<file path="src/rtl/regbank_pkg.sv">
// Shared constants for the register-bank write-port arbiter: requester
// indices, link register index, default widths and a lowest-index picker.
package regbank_pkg;

  localparam int REQ_LINK = 0;
  localparam int REQ_LOAD = 1;
  localparam int REQ_ALU  = 2;
  localparam int NUM_REQ  = 3;

  localparam logic [4:0] LINK_REG = 5'd1;

  localparam int DEF_DATA_W = 32;
  localparam int DEF_ADDR_W = 5;

  // One-hot of the lowest set bit; zero when nothing is set.
  function automatic logic [NUM_REQ-1:0] pick_lowest(input logic [NUM_REQ-1:0] vec);
    logic [NUM_REQ-1:0] sel;
    sel = '0;
    for (int i = NUM_REQ - 1; i >= 0; i--) begin
      if (vec[i]) begin
        sel    = '0;
        sel[i] = 1'b1;
      end
    end
    return sel;
  endfunction

endpackage

</file>
<file path="src/rtl/regwrite_age_counter.sv">
// Per-requester age counter: counts consecutive refused cycles while the
// request is pending and saturates at MAX_WAIT, where the requester is aged.
module regwrite_age_counter #(
  parameter int MAX_WAIT = 4,
  parameter int WAIT_W   = 3
) (
  input  logic              clock,
  input  logic              reset,
  input  logic              i_valid,
  input  logic              i_grant,
  output logic [WAIT_W-1:0] o_count,
  output logic              o_aged
);

  localparam logic [WAIT_W-1:0] MAX_CNT = WAIT_W'(MAX_WAIT);

  logic [WAIT_W-1:0] r_count;

  always_ff @(posedge clock or negedge reset) begin
    if (!reset) begin
      r_count <= '0;
    end else if (!i_valid || i_grant) begin
      r_count <= '0;
    end else if (r_count != MAX_CNT) begin
      r_count <= r_count + 1'b1;
    end
  end

  assign o_count = r_count;
  assign o_aged  = (r_count == MAX_CNT);

endmodule

</file>
<file path="src/rtl/regwrite_arbiter.sv">
// Shares the single register-bank write port between Link, Load and Alu with
// fixed priority plus aging; the winner is written one cycle after grant.
module regwrite_arbiter
  import regbank_pkg::*;
#(
  parameter int DATA_W   = DEF_DATA_W,
  parameter int ADDR_W   = DEF_ADDR_W,
  parameter int MAX_WAIT = 4,
  parameter int WAIT_W   = 3
) (
  input  logic                    clock,
  input  logic                    reset,
  input  logic                    Hold,
  input  logic [NUM_REQ-1:0]      ReqValid,
  input  logic [NUM_REQ*ADDR_W-1:0] ReqReg,
  input  logic [NUM_REQ*DATA_W-1:0] ReqData,
  output logic [NUM_REQ-1:0]      ReqReady,
  output logic                    RegWrite,
  output logic [ADDR_W-1:0]       WriteRegister,
  output logic [DATA_W-1:0]       WriteData
);

  logic [NUM_REQ-1:0] w_aged;
  logic [NUM_REQ-1:0] w_cand;
  logic [NUM_REQ-1:0] w_grant;
  logic               w_xfer;
  logic [ADDR_W-1:0]  w_sel_reg;
  logic [DATA_W-1:0]  w_sel_data;
  logic [WAIT_W-1:0]  w_unused_age_count [NUM_REQ];

  logic               r_write;
  logic [ADDR_W-1:0]  r_wreg;
  logic [DATA_W-1:0]  r_wdata;

  for (genvar g = 0; g < NUM_REQ; g++) begin : g_age
    regwrite_age_counter #(
      .MAX_WAIT (MAX_WAIT),
      .WAIT_W   (WAIT_W)
    ) u_age (
      .clock   (clock),
      .reset   (reset),
      .i_valid (ReqValid[g]),
      .i_grant (w_grant[g]),
      .o_count (w_unused_age_count[g]),
      .o_aged  (w_aged[g])
    );
  end

  // Aged requesters pre-empt the fixed order; reset forces the grant low so
  // nothing can handshake while the bank port is being cleared.
  always_comb begin
    w_cand = ReqValid & w_aged;
    if (w_cand == '0) w_cand = ReqValid;
    w_grant = pick_lowest(w_cand);
    if (Hold || !reset) w_grant = '0;
  end

  assign ReqReady = w_grant;
  assign w_xfer   = |w_grant;

  always_comb begin
    w_sel_reg  = '0;
    w_sel_data = '0;
    for (int i = 0; i < NUM_REQ; i++) begin
      if (w_grant[i]) begin
        w_sel_reg  = ReqReg[i*ADDR_W +: ADDR_W];
        w_sel_data = ReqData[i*DATA_W +: DATA_W];
      end
    end
  end

  // R0 writes are consumed but never reach the bank.
  always_ff @(posedge clock or negedge reset) begin
    if (!reset) begin
      r_write <= 1'b0;
      r_wreg  <= '0;
      r_wdata <= '0;
    end else begin
      r_write <= w_xfer && (w_sel_reg != '0);
      if (w_xfer && (w_sel_reg != '0)) begin
        r_wreg  <= w_sel_reg;
        r_wdata <= w_sel_data;
      end
    end
  end

  assign RegWrite      = r_write;
  assign WriteRegister = r_wreg;
  assign WriteData     = r_wdata;

endmodule

</file>
<file path="config.mk">
export PLATFORM = sky130hd
export DESIGN_NAME = regwrite_arbiter
export DESIGN_NICKNAME = d
export VERILOG_FILES = /design/src/rtl/regbank_pkg.sv /design/src/rtl/regwrite_age_counter.sv /design/src/rtl/regwrite_arbiter.sv
export SDC_FILE = /design/constraint.sdc
export NUM_CORES = 1
export LEC_CHECK = 0
export BUFFER_PORTS_ARGS = -buffer_cell sky130_fd_sc_hd__buf_4
export CELL_PAD_IN_SITES_DETAIL_PLACEMENT = 1
export CELL_PAD_IN_SITES_GLOBAL_PLACEMENT = 2
export CORE_MARGIN = 2
export CORE_UTILIZATION = 25
export CTS_CLUSTER_SIZE = 28
export DETAILED_ROUTE_END_ITERATION = 12
export GPL_ROUTABILITY_DRIVEN = 0
export PLACE_DENSITY_LB_ADDON = 0.1
export SLEW_MARGIN = 10
export SYNTH_ARGS = -nofsm -noshare
export SYNTH_HDL_FRONTEND = slang
export SYNTH_HIERARCHICAL = 1
export SYNTH_SLANG_ARGS = --single-unit
</file>
<file path="constraint.sdc">
create_clock -name clock -period 3 [get_ports clock]
set_input_delay 0.45 -clock clock [delete_from_list [all_inputs] [get_ports clock]]
set_output_delay 0.45 -clock clock [all_outputs]
set_load 0.01 [all_outputs]
</file>
==> results of run 1 <==
synth_stat cells, types with 2 or more instances:
cell | count | area share [%]
o211ai_1 | 2 | 0.55
and2_2 | 3 | 0.83
dfrtp_1 | 47 | 43
a21bo_2 | 3 | 1.1
nor2_1 | 5 | 0.69
clkbuf_1 | 10 | 1.4
o21ai_1 | 2 | 0.37
o221ai_1 | 2 | 0.65
a21oi_1 | 15 | 2.8
buf_4 | 3 | 0.83
mux2i_1 | 32 | 12
a21o_2 | 3 | 0.97
a222oi_1 | 32 | 12
a21o_1 | 4 | 1.1
inv_1 | 44 | 6.1
nand2_1 | 3 | 0.42
buf_8 | 2 | 1.1
nand2b_1 | 4 | 0.92
nor3_2 | 3 | 1.1
and3b_1 | 3 | 0.97
a21boi_1 | 2 | 0.55
nand3_1 | 6 | 1.1
o21ai_0 | 2 | 0.37
ha_1 | 6 | 2.8
o31ai_1 | 2 | 0.55
layer usage:
| metal | GRT usage, % | part of all wire, % |
|---|---|---|
| met5 | 0 | 0 |
| met4 | 3.30 | 0.89 |
| met3 | 4.46 | 8.3 |
| met2 | 27.4 | 50 |
| met1 | 19.3 | 41 |
what timing repair did:
action                                 in CTS  in global routing
setup buffers                               0                  2
gates resized for setup                     0                  8
setup endpoints to repair                   0                 28
hold buffers                                1                  0
endpoints found under the hold margin       7                  0
worst min-delay path by stage:
| stage | to | from |
|---|---|---|
| 2_1_floorplan | RegWrite | reset |
| 3_3_place_gp | WriteRegister[2] | reset |
| 3_5_place_dp | WriteRegister[2] | reset |
| 4_1_cts | WriteData[12] | ReqData[12] |
| 5_1_grt | WriteData[26] | ReqData[26] |
| 6_report | WriteData[12] | ReqData[12] |
worst reg2reg max path: cells and delay by family (launching register included):
kind	cells	cell delay, ns
DFF	1	0.40
adders and majority gates	1	0.25
and+or+nand+nor	2	0.33
buffers and inverters	3	0.41
AOI/OAI and AO/OA	5	1.28
state kept, by name (all words and copies together) (netlist names):
register	flops
g_age.u_age/o_count	9
RegWrite	1
WriteRegister	5
WriteData	32
logic make-up (layout without fill, tap and decap cells):
kind of cell               count (synthesis)  in the layout  synth area share [%]
DFF                                       47             47                  43.5
adders and majority gates                  6              6                  2.77
and+or+nand+nor                           33             33                  8.04
buffers and inverters                     61            223                  9.75
muxes                                     32             32                  11.8
AOI/OAI and AO/OA                         78             78                  24.1
where the power goes:
group          switching (W)  leakage, nW  internal [W]
registers          0.0000494        0.629      0.000709
clock network       0.000229       0.0477      0.000186
logic               0.000271         1.48      0.000328
through the flow:
stage               area, µm²  total power [W]  std cells  utilization, %  hold WS (ns)
floorplan                2710          0.00105        257               -         0.154
global placement         4060          0.00135        544            39.0         0.304
detailed placement       4060          0.00136        544            39.0         0.303
CTS                      4160          0.00179        552            39.9         0.431
global route             4230          0.00190        555            40.6         0.441
finish                   4230          0.00177        555            40.6         0.439
area by class of cell:
cell class / instances / share of cell area, %
Clock buffer: 6 / 1.95
Timing Repair Buffer: 171 / 31.0
Clock inverter: 1 / 0.207
Inverter: 45 / 4.00
Multi-Input combinational cell: 149 / 30.9
Tap cell: 136 / 4.03
Sequential cell: 47 / 27.8
placed cells by master (no fill, tap or decap), drive strengths merged, types with 2 or more instances in the layout:
master | synthesis | final
nand2 | 3 | 3
o211ai | 2 | 2
clkbuf | 10 | 7
a21oi | 15 | 15
buf | 6 | 169
and3b | 3 | 3
dfrtp | 47 | 47
and2 | 3 | 3
nor2 | 5 | 5
a211oi | 2 | 2
a21boi | 3 | 3
ha | 6 | 6
nand2b | 4 | 4
o221ai | 2 | 2
o21ai | 4 | 4
a21bo | 3 | 3
a222oi | 32 | 32
inv | 45 | 46
mux2i | 32 | 32
o31ai | 2 | 2
nand3 | 6 | 6
nor3 | 5 | 5
a21o | 7 | 7
==> Flow_metrics.wiki, run 1 <==
{| class="wikitable"
! Metric !! Value
|-
| Maximum cell stage delay along the critical path || just over 0.4 ns
|-
| Total GRT Usage || 15.7%
|-
| Via count of the first global-routing pass || 2920
|-
| Register area share after synthesis || between 40% and 50%
|-
| Final period utilization || between 90% and 100%
|-
| Synth Cell Area || approximately 2700 µm²
|-
| # setup viols final || 0
|-
| Clock root cell || clkbuf_8
|-
| Final hold violations || 0
|-
| Slowest cell on the critical path || dfrtp_1
|-
| Number of clock sinks || between 40 and 50
|-
| Share of async-settable or async-resettable flops after synthesis || 100%
|-
| Drt wl/cell || about 17 µm
|-
| Pin count of the biggest net entering global routing || 41
|-
| Run status || complete, no violations
|-
| Dominant register cell in the synthesized netlist || dfrtp_1
|-
| Hold Path Class || in -> reg
|-
| Cell count after synthesis || ~260
|-
| Clock H-tree levels || 2
|-
| Sum of buffers and inverters on the critical path || 3
|-
| Die outline area || roughly 12000 µm²
|-
| Global-route wire length before repair || roughly 14 mm
|-
| Kind of start point of the critical path || flop
|-
| Number of cells on the worst reg-to-reg path || 11
|-
| Kind of critical path || reg -> out
|-
| R2r endpoint || WriteRegister[1]
|-
| Antenna violations before repair || 0
|-
| Mean instance size in the synthesized netlist || 10.5 µm²
|-
| Warnings, synthesis || 6
|-
| # DRC || 0
|-
| Top achievable clock speed || between 0.3 and 0.4 GHz
|-
| Worst-case setup margin in the final layout || slightly above 0.2 ns
|-
| EDFF count, synth || 0
|-
| # Max-Cap Violations || 0
|-
| Footprint of the multi-input gates || 1310 µm²
|-
| Beginning of the worst register-to-register path || g_age[1].u_age/o_count[0]
|-
| Worst-path clk slew || 0.10 ns
|-
| Boundary pin count || 158
|-
| Initial core utilization || about a quarter
|-
| Kind of cell adding the most delay to the critical path || simple AND/OR/NAND/NOR gates
|-
| Die Span X || ~110 µm
|-
| Crit path arrival time || ~2.3 ns
|-
| Proportion of layout cells with a drive suffix above 1 || approximately 48%
|-
| Power density over the cells || about 420 nW/µm²
|-
| Detailed-route vias per instance || between 4 and 5
|-
| Number of cells on the critical path || 8
|-
| Number of nets in the final layout || ~540
|-
| Min Clock Period, post-route || between 2 and 3 ns
|-
| Total wire length after detailed routing || around 9.2 mm
|-
| Normalized max-slew margin || 65.4%
|-
| Global route total overflow || 0
|-
| Antenna diode count || 0
|-
| Number of register bits inferred by synthesis || 47
|-
| Maximum clock insertion buffer count || 2
|-
| Count of standard-cell rows || 37
|-
| Worst setup startpoint || g_age[0].u_age/o_count[0]
|-
| Worst endpoint required time || 2.55 ns
|-
| DRC violation total after the first TritonRoute iteration || about 190
|-
| Number of nets with antenna violations after detailed routing || 0
|-
| Final max-slew violation count || 0
|-
| Internal reg-to-reg setup slack || 0.25 ns
|-
| Die Height || between 100 and 150 µm
|-
| DRT Pass-1 Iters || 8
|-
| Clock buffer count from CTS || 5
|-
| Static leakage || around 2.2 nW
|-
| Total of buffers placed on input and output ports || about 160
|-
| VDD IR max || roughly 0.00019 V
|-
| CTS tree || done
|-
| Post-route clock skew || approximately 0.0091 ns
|-
| Worst-Skew Late Latency || roughly 0.30 ns
|-
| FF+latch area || ~1200 µm²
|-
| Syn_nets || 380
|-
| Netlist cell types || 42
|-
| Actual slew at the worst max-slew pin || about 0.52 ns
|-
| Worst hold path cell count || 3
|-
| Cells along the critical path || inv_1 -> ha_1 -> and2_2 -> a22o_1 -> a21boi_2 -> and3_1 -> buf_6 -> buf_4
|-
| Count of filler cells inserted in the layout || 1188
|-
| Setup crit end || ReqReady[1]
|-
| Setup repair after global routing missed its margin || no
|-
| Worst slack at placement || between 0.15 and 0.2 ns
|-
| Placeable Area || around 10000 µm²
|-
| DR vias || ~2700
|-
| Area growth syn-to-layout || 56.1%
|-
| Post-route setup TNS || 0 ns
|-
| Peak fanout along the critical path || 17
|-
| Crit end category || output port
|-
| Hpwl dp || ~7 mm
|}
Note: power is estimated with default switching activity, not from simulation.
==> run 2, diff against run 1 <==
==> constraint.sdc (replaced) <==
create_clock -name clock -period 2.6 [get_ports clock]
set_input_delay 0.39 -clock clock [delete_from_list [all_inputs] [get_ports clock]]
set_output_delay 0.39 -clock clock [all_outputs]
set_load 0.01 [all_outputs]
==> run 2 against run 1 <==
  * The run now ends with negative setup slack left
  * Via count is 3.5% higher
  * Clock power is 9.9% higher
  * Clock-buffer cell count is 1 lower
  * Register-to-register slack worse by 0.26 ns
  * Worst hold slack worse by 0.22 ns
  * Die area stayed put
  * Flip-flop and latch count stayed put
  * First-iteration DRC count is 0.53% higher
  * Setup slack worse by 0.22 ns
  * Combinational power is 42% higher
  * Power is 23% higher
  * Clock skew is 0.0019 ns lower
  * Critical endpoint is now WriteData[27]
  * Largest cell class unchanged
  * Highest routed layer unchanged
==> Flow_metrics.wiki, run 2 (synthesis results as in run 1) <==
{| class="wikitable"
! Metric !! Value
|-
| Run status || finished, violations left
|-
| Violations in the final reports || negative setup slack
|-
| Global route total overflow || 0 (unchanged)
|-
| Final period utilization || 100%
|-
| Area growth syn-to-layout || 72.0%
|-
| Boundary pin count || 158 (unchanged)
|-
| Static leakage || 2.36 nW (+9.5%)
|-
| Global-route wire length before repair || 15.1 mm (+4.6%)
|-
| Total wire length after detailed routing || 10.3 mm (+12%)
|-
| Met1 wire length || 4.18 mm (+11%)
|-
| Crit end category || flop
|-
| Worst setup startpoint || g_age[1].u_age/o_count[0]
|-
| Detailed-route vias per instance || 4.83 (-1.7%)
|-
| Die Span X || 108 µm (unchanged)
|-
| R2r endpoint || WriteData[27]
|-
| Standard cell area after detailed placement || 4130 µm² (+1.8%)
|-
| # setup viols final || 7 (+7)
|-
| Clock H-tree levels || 2 (unchanged)
|-
| Via count of the first global-routing pass || 2956 (+1.2%)
|-
| Beginning of the worst register-to-register path || g_age[1].u_age/o_count[0]
|-
| Placeable Area || 10400 µm² (unchanged)
|-
| Antenna violations before repair || 0 (unchanged)
|-
| Crit path arrival time || 2.84 ns (+0.50 ns)
|-
| Die outline area || 11700 µm² (unchanged)
|-
| Worst-case setup margin in the final layout || -0.0108 ns (-0.219 ns)
|-
| Worst slack at placement || -0.0845 ns (-0.276 ns)
|-
| Net switching power || 0.000688 W (+25%)
|-
| Power density over the cells || 469 nW/µm² (+12%)
|-
| Clock root cell || clkbuf_8
|-
| Number of flip-flops in the largest register || 32 (unchanged)
|-
| Final design instance area without fill || 4650 µm² (+10%)
|-
| DRT Pass-1 Iters || 7 (-1)
|-
| Total GRT Usage || 16.8% (+1.1 points)
|-
| Number of clock sinks || 47 (unchanged)
|-
| Most used cells in the layout excluding fill and tap cells || buf_4, dfrtp_1, inv_1
|-
| Total of buffers placed on input and output ports || 157 (unchanged)
|-
| Number of nets in the final layout || 570 (+5.2%)
|-
| Routed wl met3 || 821 µm (+6.8%)
|-
| Antenna diode count || 0 (unchanged)
|-
| Final hold violations || 0 (unchanged)
|-
| Highest routing layer actually used || met4
|-
| # Max-Cap Violations || 0 (unchanged)
|-
| Number of buffers inserted for hold repair after clock tree synthesis || 0 (-1)
|-
| VDD IR max || 0.000189 V (+1.3%)
|-
| Number of cells on the worst reg-to-reg path || 11 (unchanged)
|-
| Actual slew at the worst max-slew pin || 0.620 ns (+0.100 ns)
|-
| Net switching fraction of the power || 31.5% (+0.53 points)
|-
| Post-route clock skew || 0.00724 ns (-0.00188 ns)
|-
| Drt wl/cell || 17.7 µm (+6.2%)
|-
| Worst-Skew Late Latency || 0.31 ns (about the same)
|-
| Pin count of the biggest net entering global routing || 48 (+17%)
|-
| Setup repair after global routing missed its margin || yes
|-
| Top achievable clock speed || roughly 0.38 GHz
|-
| Worst-path clk slew || 0.10 ns (about the same)
|-
| Die Height || 108 µm (unchanged)
|-
| Hold Path Class || in -> async
|-
| Int Pwr || 0.00149 W (+22%)
|-
| Min Clock Period, post-route || between 2 and 3 ns
|-
| # DRC || 0 (unchanged)
|-
| Clock Power Share || 20.9% (-2.5 points)
|-
| Count of standard-cell rows || 37 (unchanged)
|-
| Number of nets with antenna violations after detailed routing || 0 (unchanged)
|-
| Initial core utilization || 26.0% (unchanged)
|-
| Worst endpoint required time || 2.83 ns (+0.28 ns)
|-
| Hpwl dp || 7.11 mm (-0.41%)
|-
| Clock buffer count from CTS || 5 (unchanged)
|-
| Post-route setup TNS || -0.0444 ns (-0.0444 ns)
|-
| Comb pwr share || 39.1% (+5.3 points)
|-
| Proportion of layout cells with a drive suffix above 1 || 53.8% (+5.8 points)
|-
| Internal reg-to-reg setup slack || -0.01 ns (-0.26 ns)
|-
| Normalized max-slew margin || 58.7% (-6.7 points)
|-
| Kind of critical path || reg -> reg
|-
| Reg power frac || 40.0% (-2.8 points)
|-
| Maximum clock insertion buffer count || 2 (unchanged)
|-
| DRC violation total after the first TritonRoute iteration || 188 (+0.53%)
|-
| Kind of start point of the critical path || flop
|-
| Post-Route Hold Slack || 0.219 ns (-0.219 ns)
|-
| CTS tree || done
|-
| Final max-slew violation count || 0 (unchanged)
|-
| Wire length on met2 || 5.21 mm (+13%)
|-
| Setup crit end || WriteData[27]
|-
| DR vias || 2821 (+3.5%)
|-
| Peak fanout along the critical path || 7 (-10)
|-
| Most common cell after layout, fill and taps aside || buf_4
|}
## run 2: layout make-up
type / count / area [µm²]
repair buffers: 199 / 1660
well taps: 136 / 170
fillers: 1224 / 5760
multi-input cells: 149 / 1390
flip-flops and latches: 47 / 1180
inverters: 45 / 169
clock inverters: 3 / 18.8
clock buffers: 5 / 68.8
## run 2: stage by stage
step	power [W]	std cells	util, %
detailed placement	0.00160	552	39.7
CTS	0.00216	571	42.4
finish	0.00218	584	44.7
floorplan	0.00121	257	-
global placement	0.00158	552	39.7
global route	0.00233	584	44.7
## run 2: worst max-delay path, cell delays in order, from the launching register on
cell and delay (ns):
dfrtp_1 0.39, inv_1 0.07, ha_2 0.17, and2_4 0.18, a22oi_4 0.09, o21a_4 0.24, o31ai_4 0.30, o32ai_4 0.14
nor4_4 0.38, buf_4 0.22, clkbuf_16 0.17, mux2i_1 0.17
## run 2: how the worst min path moves through the flow
stage	startpoint	end	slack [ns]	cells after the start
2_1_floorplan	reset	RegWrite	0.09	0
3_3_place_gp	WriteRegister[2]	WriteRegister[2]	0.47	1
3_5_place_dp	WriteRegister[2]	WriteRegister[2]	0.48	1
4_1_cts	reset	g_age[0].u_age/o_count[2]	0.25	2
5_1_grt	reset	g_age[0].u_age/o_count[2]	0.28	2
6_report	reset	RegWrite	0.22	2
## run 2: power groups by stage
| stage | registers, W | logic, W | clock network, W |
|---|---|---|---|
| finish | 0.000873 | 0.000853 | 0.000456 |
| global route | 0.000886 | 0.000928 | 0.000515 |
| CTS | 0.000873 | 0.000803 | 0.000482 |
| detailed placement | 0.000886 | 0.000709 | 0 |
| global placement | 0.000883 | 0.000698 | 0 |
| floorplan | 0.000917 | 0.000296 | 0 |
## run 2: layer usage
metal / vias to the layer above / GRT usage [%]
met1: 1361 / 20.9
met2: 106 / 29.2
met3: 8 / 4.34
li1: 1346 / -
met5: - / 0
met4: 0 / 3.75
## run 2: timing repair
item,CTS,global route
pin swaps,4,12
endpoints found under the setup margin,37,41
gates resized for setup,17,20
buffers inserted,8,14
cloned,3,2
==> run 3, diff against run 2 <==
--- a/config.mk
+++ b/config.mk
@@ -14,6 +14,7 @@
 export DETAILED_ROUTE_END_ITERATION = 12
 export GPL_ROUTABILITY_DRIVEN = 0
 export PLACE_DENSITY_LB_ADDON = 0.1
+export RECOVER_POWER = 25
 export SLEW_MARGIN = 10
 export SYNTH_ARGS = -nofsm -noshare
 export SYNTH_HDL_FRONTEND = slang
==> run 3 against run 2 <==
  * The flow still finishes with violations (negative setup slack)
  * Maximum frequency about the same
  * Cell count is the same
  * Clock skew shrank 0.0016 ns
  * Largest cell class unchanged
==> Flow_metrics.wiki, run 3 (synthesis results as in run 1) <==
{| class="wikitable"
! Metric !! Value
|-
| Run status || finished, violations left
|-
| Violations in the final reports || negative setup slack
|-
| Final design instance area without fill || 4650 µm² (-0.13%)
|-
| Initial core utilization || 26.0% (unchanged)
|-
| Number of nets in the final layout || 570 (unchanged)
|-
| Count of standard-cell rows || 37 (unchanged)
|-
| Antenna diode count || 0 (unchanged)
|-
| Kind of start point of the critical path || flop
|-
| DRC violation total after the first TritonRoute iteration || 188 (unchanged)
|-
| Power density over the cells || 469 nW/µm² (+0.11%)
|-
| Cells along the critical path || inv_1 -> ha_2 -> and2_4 -> a22oi_4 -> o21a_4 -> o31ai_4 -> o32ai_4 -> nor4_4 -> buf_4 -> clkbuf_16 -> mux2i_1
|-
| # setup viols final || 7 (unchanged)
|-
| Most common cell after layout, fill and taps aside || buf_4
|-
| Worst-Skew Late Latency || 0.30 ns (about the same)
|-
| Worst-case setup margin in the final layout || -0.0110 ns (-0.000116 ns)
|-
| Area growth syn-to-layout || 71.8%
|-
| Global route total overflow || 0 (unchanged)
|-
| Maximum clock insertion buffer count || 2 (unchanged)
|-
| Antenna violations before repair || 0 (unchanged)
|-
| Clock buffer count from CTS || 5 (unchanged)
|-
| Final max-slew violation count || 0 (unchanged)
|-
| VDD IR max || 0.000189 V (about the same)
|-
| Maximum cell stage delay along the critical path || 0.39 ns (about the same)
|-
| # DRC || 0 (unchanged)
|-
| Count of filler cells inserted in the layout || 1223 (-0.082%)
|-
| Worst endpoint required time || 2.83 ns (about the same)
|-
| Hpwl dp || 7.11 mm (unchanged)
|-
| Standard cell area after detailed placement || 4130 µm² (unchanged)
|-
| Kind of cell adding the most delay to the critical path || compound AO/OA/AOI/OAI gates
|-
| Min Clock Period, post-route || 2.61 ns (+0.000116 ns)
|-
| Total GRT Usage || 16.8% (unchanged)
|-
| Sum of buffers and inverters on the critical path || 3 (unchanged)
|-
| Kind of critical path || reg -> reg
|-
| Boundary pin count || 158 (unchanged)
|-
| Most used cells in the layout excluding fill and tap cells || buf_4, dfrtp_1, inv_1
|-
| Pin count of the biggest net entering global routing || 48 (unchanged)
|-
| Number of cells in the design after placement || 552 (unchanged)
|-
| Final hold violations || 0 (unchanged)
|-
| Number of flip-flops in the largest register || 32 (unchanged)
|-
| Slowest cell on the critical path || dfrtp_1
|-
| Peak fanout along the critical path || 7 (unchanged)
|-
| Number of clock sinks || 47 (unchanged)
|-
| Crit path arrival time || 2.84 ns (about the same)
|-
| Footprint of the multi-input gates || 1390 µm² (unchanged)
|-
| CTS tree || done
|-
| Normalized max-slew margin || 19.9% (-39 points)
|-
| Via count of the first global-routing pass || 2956 (unchanged)
|-
| DRT Pass-1 Iters || 6 (-1)
|-
| Post-route setup TNS || -0.0412 ns (+0.00319 ns)
|-
| Total of buffers placed on input and output ports || 157 (unchanged)
|-
| Actual slew at the worst max-slew pin || 1.20 ns (+0.582 ns)
|-
| Proportion of layout cells with a drive suffix above 1 || 53.6% (-0.22 points)
|-
| DR vias || 2823 (+0.071%)
|-
| Hold Path Class || in -> reg
|-
| Drt wl/cell || 17.7 µm (about the same)
|-
| Global-route wire length before repair || 15.1 mm (unchanged)
|-
| Top achievable clock speed || 0.383 GHz (about the same)
|-
| Worst-path clk slew || 0.10 ns (about the same)
|-
| Final period utilization || 100% (about the same)
|-
| Static leakage || 2.36 nW (-0.18%)
|-
| Clock H-tree levels || 2 (unchanged)
|-
| FF+latch area || 1180 µm² (unchanged)
|-
| Total wire length after detailed routing || 10.3 mm (about the same)
|-
| Post-route clock skew || 0.00565 ns (-0.00159 ns)
|-
| Die Span X || 108 µm (unchanged)
|-
| Die outline area || 11700 µm² (unchanged)
|-
| Setup repair after global routing missed its margin || yes
|-
| Clock root cell || clkbuf_8
|-
| Die Height || 108 µm (unchanged)
|-
| Crit end category || flop
|-
| Detailed-route vias per instance || 4.83 (about the same)
|-
| # Max-Cap Violations || 0 (unchanged)
|-
| Number of nets with antenna violations after detailed routing || 0 (unchanged)
|-
| Placeable Area || 10400 µm² (unchanged)
|-
| Count of placed standard cells in the final layout, fillers left out || 584 (unchanged)
|}
-- run 3: metrics by stage --
stage               total power (W)  hold WS (ns)  worst slack (ns)  utilization [%]
floorplan                   0.00121        0.0944             0.103                -
global placement            0.00158         0.467            0.0573             39.7
detailed placement          0.00160         0.475           -0.0845             39.7
CTS                         0.00216         0.252           -0.0720             42.4
global route                0.00233         0.391            -0.160             44.6
finish                      0.00218         0.377           -0.0110             44.6
-- run 3: layout make-up --
cell class / instances / share of cell area [%]
Tap cell: 136 / 3.66
Sequential cell: 47 / 25.3
Clock buffer: 5 / 1.48
Multi-Input combinational cell: 149 / 30.0
Timing Repair Buffer: 199 / 35.5
Clock inverter: 3 / 0.404
Inverter: 45 / 3.63
-- run 3: repair_timing --
item                       in CTS  in global routing
hold buffers                    0                  0
buffers inserted                8                 14
setup endpoints to repair      37                 41
pin swaps                       4                 12
resized for setup              17                 20
gates cloned                    3                  2
-- run 3: power breakdown --
| group | internal (W) | leakage [nW] | switching (W) |
|---|---|---|---|
| sequential | 0.000819 | 0.629 | 0.0000541 |
| combinational | 0.000485 | 1.68 | 0.000367 |
| clock | 0.000190 | 0.0483 | 0.000267 |
| total | 0.00149 | 2.36 | 0.000688 |
-- run 3: worst reg2reg max path: stages, from the launching register on --
cell	delay (ns)
dfrtp_1	0.39
inv_1	0.07
ha_2	0.17
and2_4	0.18
a22oi_4	0.09
o21a_4	0.24
o31ai_4	0.30
o32ai_4	0.14
nor4_4	0.38
buf_4	0.22
clkbuf_16	0.17
mux2i_1	0.17
-- run 3: worst paths after layout --
check / from / to / slack (ns) / cells past startpoint
setup reg to reg: g_age[1].u_age/o_count[0] / WriteData[27] / -0.01 / 11
max in group asynchronous: reset / g_age[2].u_age/o_count[0] / 1.26 / 2
setup / recovery: g_age[1].u_age/o_count[0] / WriteData[27] / -0.01 / 11
hold / removal: ReqData[1] / WriteData[1] / 0.38 / 3
min in group asynchronous: reset / RegWrite / 0.60 / 2
hold reg to reg: WriteRegister[3] / WriteRegister[3] / 0.49 / 1
-- run 3: layer usage --
metal	GRT usage [%]	part of all wire, %
met5	0	0
met4	3.75	1.2
met3	4.34	8.3
met2	29.2	50
met1	20.9	40
